===== config.mk =====
export PLATFORM = sky130hd
export DESIGN_NAME = inst_fetch
export DESIGN_NICKNAME = d
export VERILOG_FILES = /design/src/rtl/inst_fetch.sv
export SDC_FILE = /design/constraint.sdc
export NUM_CORES = 1
export LEC_CHECK = 0
export BUFFER_PORTS_ARGS = -buffer_cell sky130_fd_sc_hd__clkbuf_2
export CAP_MARGIN = 20
export CORE_MARGIN = 5
export CORE_UTILIZATION = 49
export CTS_CLUSTER_SIZE = 12
export DETAILED_ROUTE_END_ITERATION = 10
export MAX_ROUTING_LAYER = met4
export PLACE_DENSITY = 0.8
export SLEW_MARGIN = 0
export SYNTH_ARGS = -nofsm -noshare
export SYNTH_HDL_FRONTEND = slang
export SYNTH_SLANG_ARGS = --single-unit
export TNS_END_PERCENT = 1

===== constraint.sdc =====
create_clock -name clk -period 3.8 [get_ports clk]
set_input_delay 0.38 -clock clk [delete_from_list [all_inputs] [get_ports clk]]
set_output_delay 0.38 -clock clk [all_outputs]
set_load 0.005 [all_outputs]

===== src/rtl/inst_fetch.sv =====
// Instruction-fetch initiator for a synchronous 1-cycle-latency ROM: PC sequencing,
// byte-swap to MIPS order, valid/ready handoff to decode, redirect squash, sticky fault.
module inst_fetch #(
    parameter int unsigned ADDR_W    = 9,
    parameter logic [31:0] RESET_PC  = 32'h0,
    parameter logic [31:0] LAST_ADDR = 32'd172
) (
    input  logic              clk,
    input  logic              rst,
    output logic [ADDR_W-1:0] rom_addr,
    input  logic [31:0]       rom_data,
    output logic              if_valid,
    input  logic              if_ready,
    output logic [31:0]       if_pc,
    output logic [31:0]       if_inst,
    input  logic              redirect,
    input  logic [31:0]       redirect_pc,
    output logic              fetch_fault,
    output logic [31:0]       fault_pc
);

    typedef enum logic {
        ST_RUN,
        ST_FAULT
    } state_t;

    state_t      r_state,     w_state_nxt;
    logic [31:0] r_fetch_pc,  w_fetch_pc_nxt;
    logic        r_req_valid, w_req_valid_nxt;
    logic [31:0] r_req_pc,    w_req_pc_nxt;
    logic [31:0] r_fault_pc,  w_fault_pc_nxt;
    logic        w_hold;
    logic        w_bad_pc;

    // A stalled word is re-read from its own address so rom_data stays stable for decode.
    assign w_hold   = r_req_valid & ~if_ready & ~redirect;
    assign w_bad_pc = (r_fetch_pc[1:0] != 2'b00) || (r_fetch_pc > LAST_ADDR);
    assign rom_addr = w_hold ? r_req_pc[ADDR_W-1:0] : r_fetch_pc[ADDR_W-1:0];

    always_comb begin
        // NOTE: every next-state value starts from its current value so no path infers a latch.
        w_state_nxt     = r_state;
        w_fetch_pc_nxt  = r_fetch_pc;
        w_req_valid_nxt = r_req_valid;
        w_req_pc_nxt    = r_req_pc;
        w_fault_pc_nxt  = r_fault_pc;
        case (r_state)
            ST_RUN: begin
                if (redirect) begin
                    w_fetch_pc_nxt  = redirect_pc;
                    w_req_valid_nxt = 1'b0;
                end else if (w_hold) begin
                    w_req_valid_nxt = r_req_valid;
                end else if (w_bad_pc) begin
                    w_state_nxt     = ST_FAULT;
                    w_fault_pc_nxt  = r_fetch_pc;
                    w_req_valid_nxt = 1'b0;
                end else begin
                    w_req_valid_nxt = 1'b1;
                    w_req_pc_nxt    = r_fetch_pc;
                    w_fetch_pc_nxt  = r_fetch_pc + 32'd4;
                end
            end
            ST_FAULT: begin
                // Only reset leaves FAULT; redirect and handshake inputs are ignored.
                w_req_valid_nxt = 1'b0;
            end
            default: w_state_nxt = ST_FAULT;
        endcase
    end

    // NOTE: state registers use non-blocking assignments so every flop samples pre-edge values.
    always_ff @(posedge clk or posedge rst) begin
        if (rst) begin
            r_state     <= ST_RUN;
            r_fetch_pc  <= RESET_PC;
            r_req_valid <= 1'b0;
            r_req_pc    <= 32'h0;
            r_fault_pc  <= 32'h0;
        end else begin
            r_state     <= w_state_nxt;
            r_fetch_pc  <= w_fetch_pc_nxt;
            r_req_valid <= w_req_valid_nxt;
            r_req_pc    <= w_req_pc_nxt;
            r_fault_pc  <= w_fault_pc_nxt;
        end
    end

    assign if_valid    = r_req_valid;
    assign if_pc       = r_req_pc;
    assign if_inst     = r_req_valid ? {rom_data[7:0], rom_data[15:8], rom_data[23:16], rom_data[31:24]}
                                     : 32'h0;
    assign fetch_fault = (r_state == ST_FAULT);
    assign fault_pc    = r_fault_pc;

endmodule

* Word-level counts from Yosys, hierarchy flattened
Index checks and enable logic that the tools add are counted.
Operators by class: add/subtract/negate cells 1, order comparisons 1, equal/unequal tests 3, muxes and demuxes 13, bitwise gates (word level) 7, reductions and logical operators 5
Operator list (number):
- $mux W32 | 4
- $add A32 B3 Y32 const B | 1
- $gt A32 B8 Y1 const B | 1
- $mux W9 | 1
- $reduce_and A4 Y1 | 2
- $mux W1 | 7
- $not A1 Y1 | 5
- $ne A2 B2 Y1 const B | 2
- $ne A3 B3 Y1 const B | 1
- $reduce_and A3 Y1 | 1
- $and A1 B1 Y1 | 2
- $pmux W1 S2 | 1
- $reduce_bool A2 Y1 | 1
- $logic_or A1 B1 Y1 | 1
Storage, ports and cells: bits in registers 98, input bits 68, output and inout port bits 107, word-level logic and storage cells 35

* Logic depth before layout (Yosys ltp)
Gate-level depths: netlist of run 1.
depth in word-level cells 6, depth in mapped cells 7, gate-level depth less buffers 6

* Worst setup path before layout of run 1
OpenSTA, ideal clock, no wires.
path kind input -> output, start point input redirect, end point output rom_addr[0], arrival 1.448 ns, slack 1.972 ns, stages 4, path buffers 2, cells stage by stage clkbuf_2 nor3b_2 clkbuf_1 mux2_2
On the way: longest elaborated chain between the ends 3
Ends and longest elaborated chain:
- start, declared | line 16 | input logic redirect,
- $not A1 Y1 (no source line)
- $and A1 B1 Y1 | line 36 | assign w_hold = r_req_valid & ~if_ready & ~redirect;
- $mux W9 | line 38 | assign rom_addr = w_hold ? r_req_pc[ADDR_W-1:0] : r_fetch_pc[ADDR_W-1:0];
- end, declared | line 10 | output logic [ADDR_W-1:0] rom_addr,
Every way passes these cells.

* Worst setup path in the final report of run 1
start point register r_req_valid (netlist: if_valid), end point output rom_addr[3]
On the way: longest elaborated chain between the ends 3
Ends and longest elaborated chain:
- start, declared | line 29 | logic r_req_valid, w_req_valid_nxt;
- start signal, assigned | line 83 | r_req_valid <= w_req_valid_nxt;
- $and A1 B1 Y1 (2 in a row) | line 36
- $mux W9 | line 38
Every way passes these cells.

==> results.yml, run 1 <==
run_status:
  run_status: "completed"
timing:
  setup_tns_ns: 0
  period_share_pct: 77.5
  fin_worst_skew_ns: 0.00882
  worstMarginPinSlew_ns: 0.876
  slew_headroom_pct: 41.3
  min_period_ns: 2.95
  rsz0062_at_grt: "false"
  finalSetupViolations: 0
  holdWs_ns: 0.208
  max_freq_mhz: 339
  slew_violations: 0
  hold_viol: 0
global_route:
  met3_usage_pct: 4.19
  grt_max_degree: 87
  grtUsageMet2_pct: 38.2
  use_met1_pct: 27.4
  antenna_found_initial: 0
  busiest_layer: "met2"
  grt_pass1_wl_um: 19300
  grt_overflow: 0
  grt_pass1_vias: 3732
  grt_usage_pct: 22.3
clock_network:
  cts.sinks: 98
  clk_latency_ns: 0.36
  clock_path_buffers: 2
  cts_tree: "built"
  clkTransAtPathRegs_ns: 0.09
  numCtsBuffers: 9
  clockRootBuffer: "clkbuf_8"
  htreeDepth: 3
pwr:
  p_seq_share_pct: 52.5
  p_sw_uw: 531
  p_int_uw: 1710
  switching_share_pct: 23.7
  power.leakage_uw: 0.00307
  pwr-share-clk_pct: 36.7
  p_per_area_nw_per_um2: 390
  combPwrFrac_pct: 10.8
  ir_worst_vdd_mv: 0.249
worst_setup_path:
  crit_type: "flip-flop to output port"
  crit_path_start_kind: "flip-flop"
  worst_ep_required_time_ns: 3.42
  arrival_ns: 2.57
  worstPathMaxFanout: 35
  endpoint_kind: "output port"
synthesis:
  syn_area_um2: 4520
  postSynth.asyncResetShare_pct: 100
  syn_avg_cell_area_um2: 11.5
  ys_warn_count: 0
  yosysMostFrequentCell: "dfrtp_1"
  synth_top_cell_by_area: "dfrtp_1"
  synth_edf_count: 0
  synthCells: 392
  yosysUniqueCellTypes: 54
  synth.area.top_cells: "dfrtp_1, mux2_4, and2_1"
  netlist.area_leader.share_pct: 54.3
  synth_nets: 461
  synthTopCellsByCount: "dfrtp_1, and2_1, nand2_1"
  ys.flop_type: "dfrtp_1"
  yosys_register_bits: 98
  yosysSeqAreaShare_pct: 54.3
place:
  portBuffers: 174
  dp_hpwl_um: 9060
  routabilityCongestion: 0.792
final_layout:
  n_antenna_cell: 0
  drive_gt1_share_pct: 44.3
  synthToLayoutAreaGrowth_pct: 27.0
  layout.nets: 631
  nFillCells: 723
floorplan:
  core_area_um2: 9110
  pin_count: 175
  rows: 35
  die_area_um2: 11200
  die_w_um: 106
  die_h_um: 106
  start_util_pct: 49.6
detailed_routing:
  vias_per_cell: 5.52
  wl_per_cell_um: 18.1
  drc: 0
  drt_iter0_drc: 322
  dr_total_vias: 3734
  ant_nets: 0
  wirelength_um: 12200
  drt_first_pass_iters: 4
min_path:
  min_path_type: "input pin to flip-flop"
job:
  drv_cap: 0
-- layer usage --
layer  part of all wire (%)  vias up
met2                     50      200
met3                    8.0       15
met5                      0        -
met4                    1.1        0
met1                     41     1813
li1                       -     1706
-- final cells by class --
type	count	area (um^2)	area share, %
Clock buffer	11	151	2.64
Tap cell	111	139	2.42
Inverter	12	47.5	0.829
Clock inverter	4	98.8	1.72
Sequential cell	98	2450	42.7
Timing Repair Buffer	180	938	16.4
Multi-Input combinational cell	261	1910	33.3
-- final timing paths --
check	startpoint	to	slack, ns	cells past startpoint
max in group asynchronous	rst	fault_pc[16]	2.53	5
hold reg to reg	if_pc[29]	if_pc[29]	0.49	1
setup reg to reg	if_valid	r_fetch_pc[20]	1.01	5
setup / recovery	if_valid	rom_addr[3]	0.85	3
min in group asynchronous	rst	if_pc[23]	0.47	3
hold / removal	redirect_pc[12]	r_fetch_pc[12]	0.21	3
-- worst max-delay path, cell delays in order, from the launching register on --
cell and delay (ns):
dfrtp_1 0.83, nor3b_2 0.84, mux2_2 0.42, clkbuf_2 0.12
-- cell usage in the layout, fill, tap and decap left out, types with 9 or more instances in the layout --
master      n
nand2_1    36
inv_1      10
a21oi_1    14
nor2_1     18
mux2_2     13
o22ai_1     9
dfrtp_1    98
and2_1     58
o21ai_0     9
clkbuf_8   11
mux2_4     30
clkbuf_2  174
-- power by group through the flow --
| stage | clock network (uW) | registers [uW] | logic (uW) |
|---|---|---|---|
| 2_1_floorplan | 0 | 1170 | 135 |
| 3_3_place_gp | 0 | 1190 | 234 |
| 3_5_place_dp | 0 | 1190 | 241 |
| 4_1_cts | 833 | 1170 | 242 |
| 5_1_grt | 869 | 1190 | 267 |
| 6_report | 822 | 1180 | 243 |
-- cells by family after synthesis --
family / after synthesis / share of synthesized area, %
AOI/OAI and AO/OA: 62 / 9.42
adders and majority gates: 1 / 0.277
muxes: 44 / 13.4
buffers and inverters: 33 / 3.49
DFF: 98 / 54.3
and+or+nand+nor: 154 / 19.1
-- per-stage QoR --
step	power, uW	instance area, um^2	utilization, %	std cells	worst slack, ns
after global routing	2320	5740	63.0	677	0.620
after detailed placement	1430	5450	59.8	660	0.958
after global placement	1430	5450	59.8	660	1.12
after CTS	2250	5700	62.6	675	0.798
after floorplan	1310	4520	-	392	0.858
final	2240	5740	63.0	677	0.853
-- sequential cells by signal, summed over array words and instances (netlist names) --
signal       flops
fault_pc        32
if_valid         1
fetch_fault      1
r_fetch_pc      32
if_pc           32
-- repair_timing --
item | 4_1_cts | 5_1_grt
setup buffers | 0 | 0
resized for setup | 0 | 0
hold endpoints to repair | 0 | 10
hold buffers | 0 | 1
No activity file was read; power rests on OpenSTA's default activity.
==> run 2, diff against run 1 <==
ABC_AREA = 1   (was unset)
CORE_UTILIZATION = 46   (was 49)
PLACE_DENSITY = 0.77   (was 0.8)
clock period = 2.7 ns   (was 3.8 ns; I/O delays follow)
==> results.yml, run 2 <==
run_status:
  run_status: "completed"
clock_network:
  holdBufCountCts: 1
  htreeDepth: 3
  cts_tree: "built"
  clockRootBuffer: "clkbuf_16"
  clkTransAtPathRegs_ns: 0.07
  post_cts.repair.setup_buffers: 0
  numCtsBuffers: 9
  ctsResizeCount: 0
  clk_latency_ns: 0.34
  clock_path_buffers: 2
  cts.sinks: 98
pwr:
  p_seq_share_pct: 49.1
  p_per_area_nw_per_um2: 458
  power.leakage_uw: 0.00376
  pwr-share-clk_pct: 46.7
  ir_worst_vdd_mv: 0.334
  p_int_uw: 2360
  combPwrFrac_pct: 4.2
  switching_share_pct: 21.1
  p_sw_uw: 632
timing:
  finalSetupViolations: 0
  max_freq_mhz: 525
  slew_violations: 0
  worstMarginPinSlew_ns: 0.412
  slew_headroom_pct: 72.5
  setup_tns_ns: 0
  holdWs_ns: 0.174
  rsz0062_at_grt: "false"
  period_share_pct: 70.6
  fin_worst_skew_ns: 0.00793
  hold_viol: 0
  min_period_ns: 1.91
synthesis:
  ys_warn_count: 0
  postSynth.asyncResetShare_pct: 100
  synthTopCellsByCount: "nand2_1, inv_1, dfrtp_1"
  synth_top_cell_by_area: "dfrtp_1"
  synth_edf_count: 0
  yosysMostFrequentCell: "nand2_1"
  synth_nets: 832
  synthCells: 763
  syn_area_um2: 5210
  synth.area.top_cells: "dfrtp_1, nand2_1, inv_1"
  ys.flop_type: "dfrtp_1"
  netlist.area_leader.share_pct: 47.0
  yosysUniqueCellTypes: 26
  yosys_register_bits: 98
  yosysSeqAreaShare_pct: 47.0
  syn_avg_cell_area_um2: 6.83
final_layout:
  layout.nets: 998
  layout_commonest_cell: "nand2_1"
  n_antenna_cell: 0
  mostFrequentLayoutCells: "nand2_1, clkbuf_2, inv_1"
  finalNonFillerCells: 1074
  design_area_um2: 6530
  drive_gt1_share_pct: 23.3
  synthToLayoutAreaGrowth_pct: 25.3
min_path:
  min_from: "redirect_pc[1]"
  hold_end: "r_fetch_pc[1]"
  holdPathStages: 3
  min_path_type: "input pin to flip-flop"
worst_setup_path:
  r2r_end: "r_fetch_pc[12]"
  worst_ep_required_time_ns: 2.98
  crit_family: "simple AND/OR/NAND/NOR gates"
  worstReg2RegStart: "r_fetch_pc[19]"
  r2r_slack_ns: 0.79
  endpoint_kind: "flip-flop"
  cpMostUsedCell: "nand2_1"
  crit_type: "flip-flop to flip-flop"
  arrival_ns: 2.19
  crit_path_start_kind: "flip-flop"
  crit_buf_inv: 2
  r2r.worst_path.cells: 8
  worstPathMaxFanout: 15
  crit_slowest_cell: "dfrtp_1"
  cp_cell_sequence: "inv_1 -> nand4_1 -> nor2_2 -> nand3_4 -> a21oi_4 -> buf_4 -> nand2_1 -> nand2_1"
  cp_slowest_stage_delay_ns: 0.44
detailed_routing:
  vias_per_cell: 4.76
  dr_total_vias: 5112
  wl_per_cell_um: 13.7
  met3_length_um: 1260
  drt_first_pass_iters: 6
  wirelength_um: 14700
  drc: 0
  met2_length_um: 6970
  ant_nets: 0
  top_layer: "met4"
  drt_iter0_drc: 282
  drt-met1-wl_um: 6340
global_route:
  grt_overflow: 0
  antenna_found_initial: 0
  grt_pass1_wl_um: 23100
  grt_usage_pct: 22.6
  grt_max_degree: 47
  grt_pass1_vias: 4735
floorplan:
  die_h_um: 116
  rows: 38
  core_area_um2: 11000
  die_area_um2: 13600
  pin_count: 175
  start_util_pct: 47.5
  die_w_um: 116
place:
  place_area_um2: 6200
  routabilityCongestion: 0.958
  dp.cells: 1057
  portBuffers: 174
  dp_hpwl_um: 11500
job:
  drv_cap: 0
==> run 2: cell count changes in the layout (fill, tap and decap cells not counted), sizes merged, moves of 43 or more <==
cell and delta:
inv +102, o21ai +43, mux2 -43, and2 -60
nor2 +77, nand2 +280
==> run 2: power groups by stage <==
stage | Sequential [uW] | Clock, uW | Combinational, uW
floorplan | 1500 | 0 | 56.1
global placement | 1500 | 0 | 126
detailed placement | 1500 | 0 | 128
CTS | 1470 | 1410 | 130
global route | 1470 | 1480 | 142
finish | 1470 | 1400 | 127
==> run 2: worst reg2reg max path, stage by stage, from the launching register on <==
cell     delay [ns]
dfrtp_1        0.44
inv_1          0.13
nand4_1        0.15
nor2_2         0.18
nand3_4        0.14
a21oi_4        0.38
buf_4          0.30
nand2_1        0.08
nand2_1        0.06
==> run 2: logic make-up (layout without fill, tap and decap cells) <==
kind of cell,Yosys count,after routing,synth area share (%)
XOR/XNOR,1,1,0.168
AND/OR/NAND/NOR,454,454,34.4
AO/OA/AOI/OAI,65,65,6.60
buffers and inverters,144,315,11.5
adder cells (fa/ha/maj),1,1,0.240
flip-flops,98,98,47.0
==> run 2: cell type report <==
class                      instances  area (um^2)
clock inverter                     6         88.8
clock buffer                      10          239
sequential                        98         2450
tap                              140          175
inverter                         113          428
fill                            1029         4450
multi-input combinational        521         2160
timing repair buffer             186          988
==> run 2: routing by layer <==
layer / global-route usage [%] / vias up
met5: - / -
met4: 5.10 / 0
met3: 4.56 / 8
met2: 37.6 / 190
met1: 28.5 / 2295
li1: - / 2619
==> run 2: how the worst max path moves through the flow <==
stage                         from              to  slack [ns]  cells past startpoint
floorplan                 if_valid     rom_addr[0]        1.22                      7
CTS                 r_fetch_pc[19]  r_fetch_pc[14]        0.77                      8
global placement    r_fetch_pc[19]  r_fetch_pc[23]        0.81                      8
global route        r_fetch_pc[19]  r_fetch_pc[14]        0.60                      8
finish              r_fetch_pc[19]  r_fetch_pc[12]        0.79                      8
detailed placement        redirect     fault_pc[5]        0.77                     10
==> run 2: metrics by stage <==
| step | power [uW] | util, % | setup slack (ns) |
|---|---|---|---|
| 4_1_cts | 3010 | 59.5 | 0.767 |
| 2_1_floorplan | 1550 | - | 1.22 |
| 3_3_place_gp | 1620 | 56.4 | 0.809 |
| 5_1_grt | 3080 | 59.5 | 0.597 |
| 6_report | 2990 | 59.5 | 0.795 |
| 3_5_place_dp | 1620 | 56.4 | 0.770 |
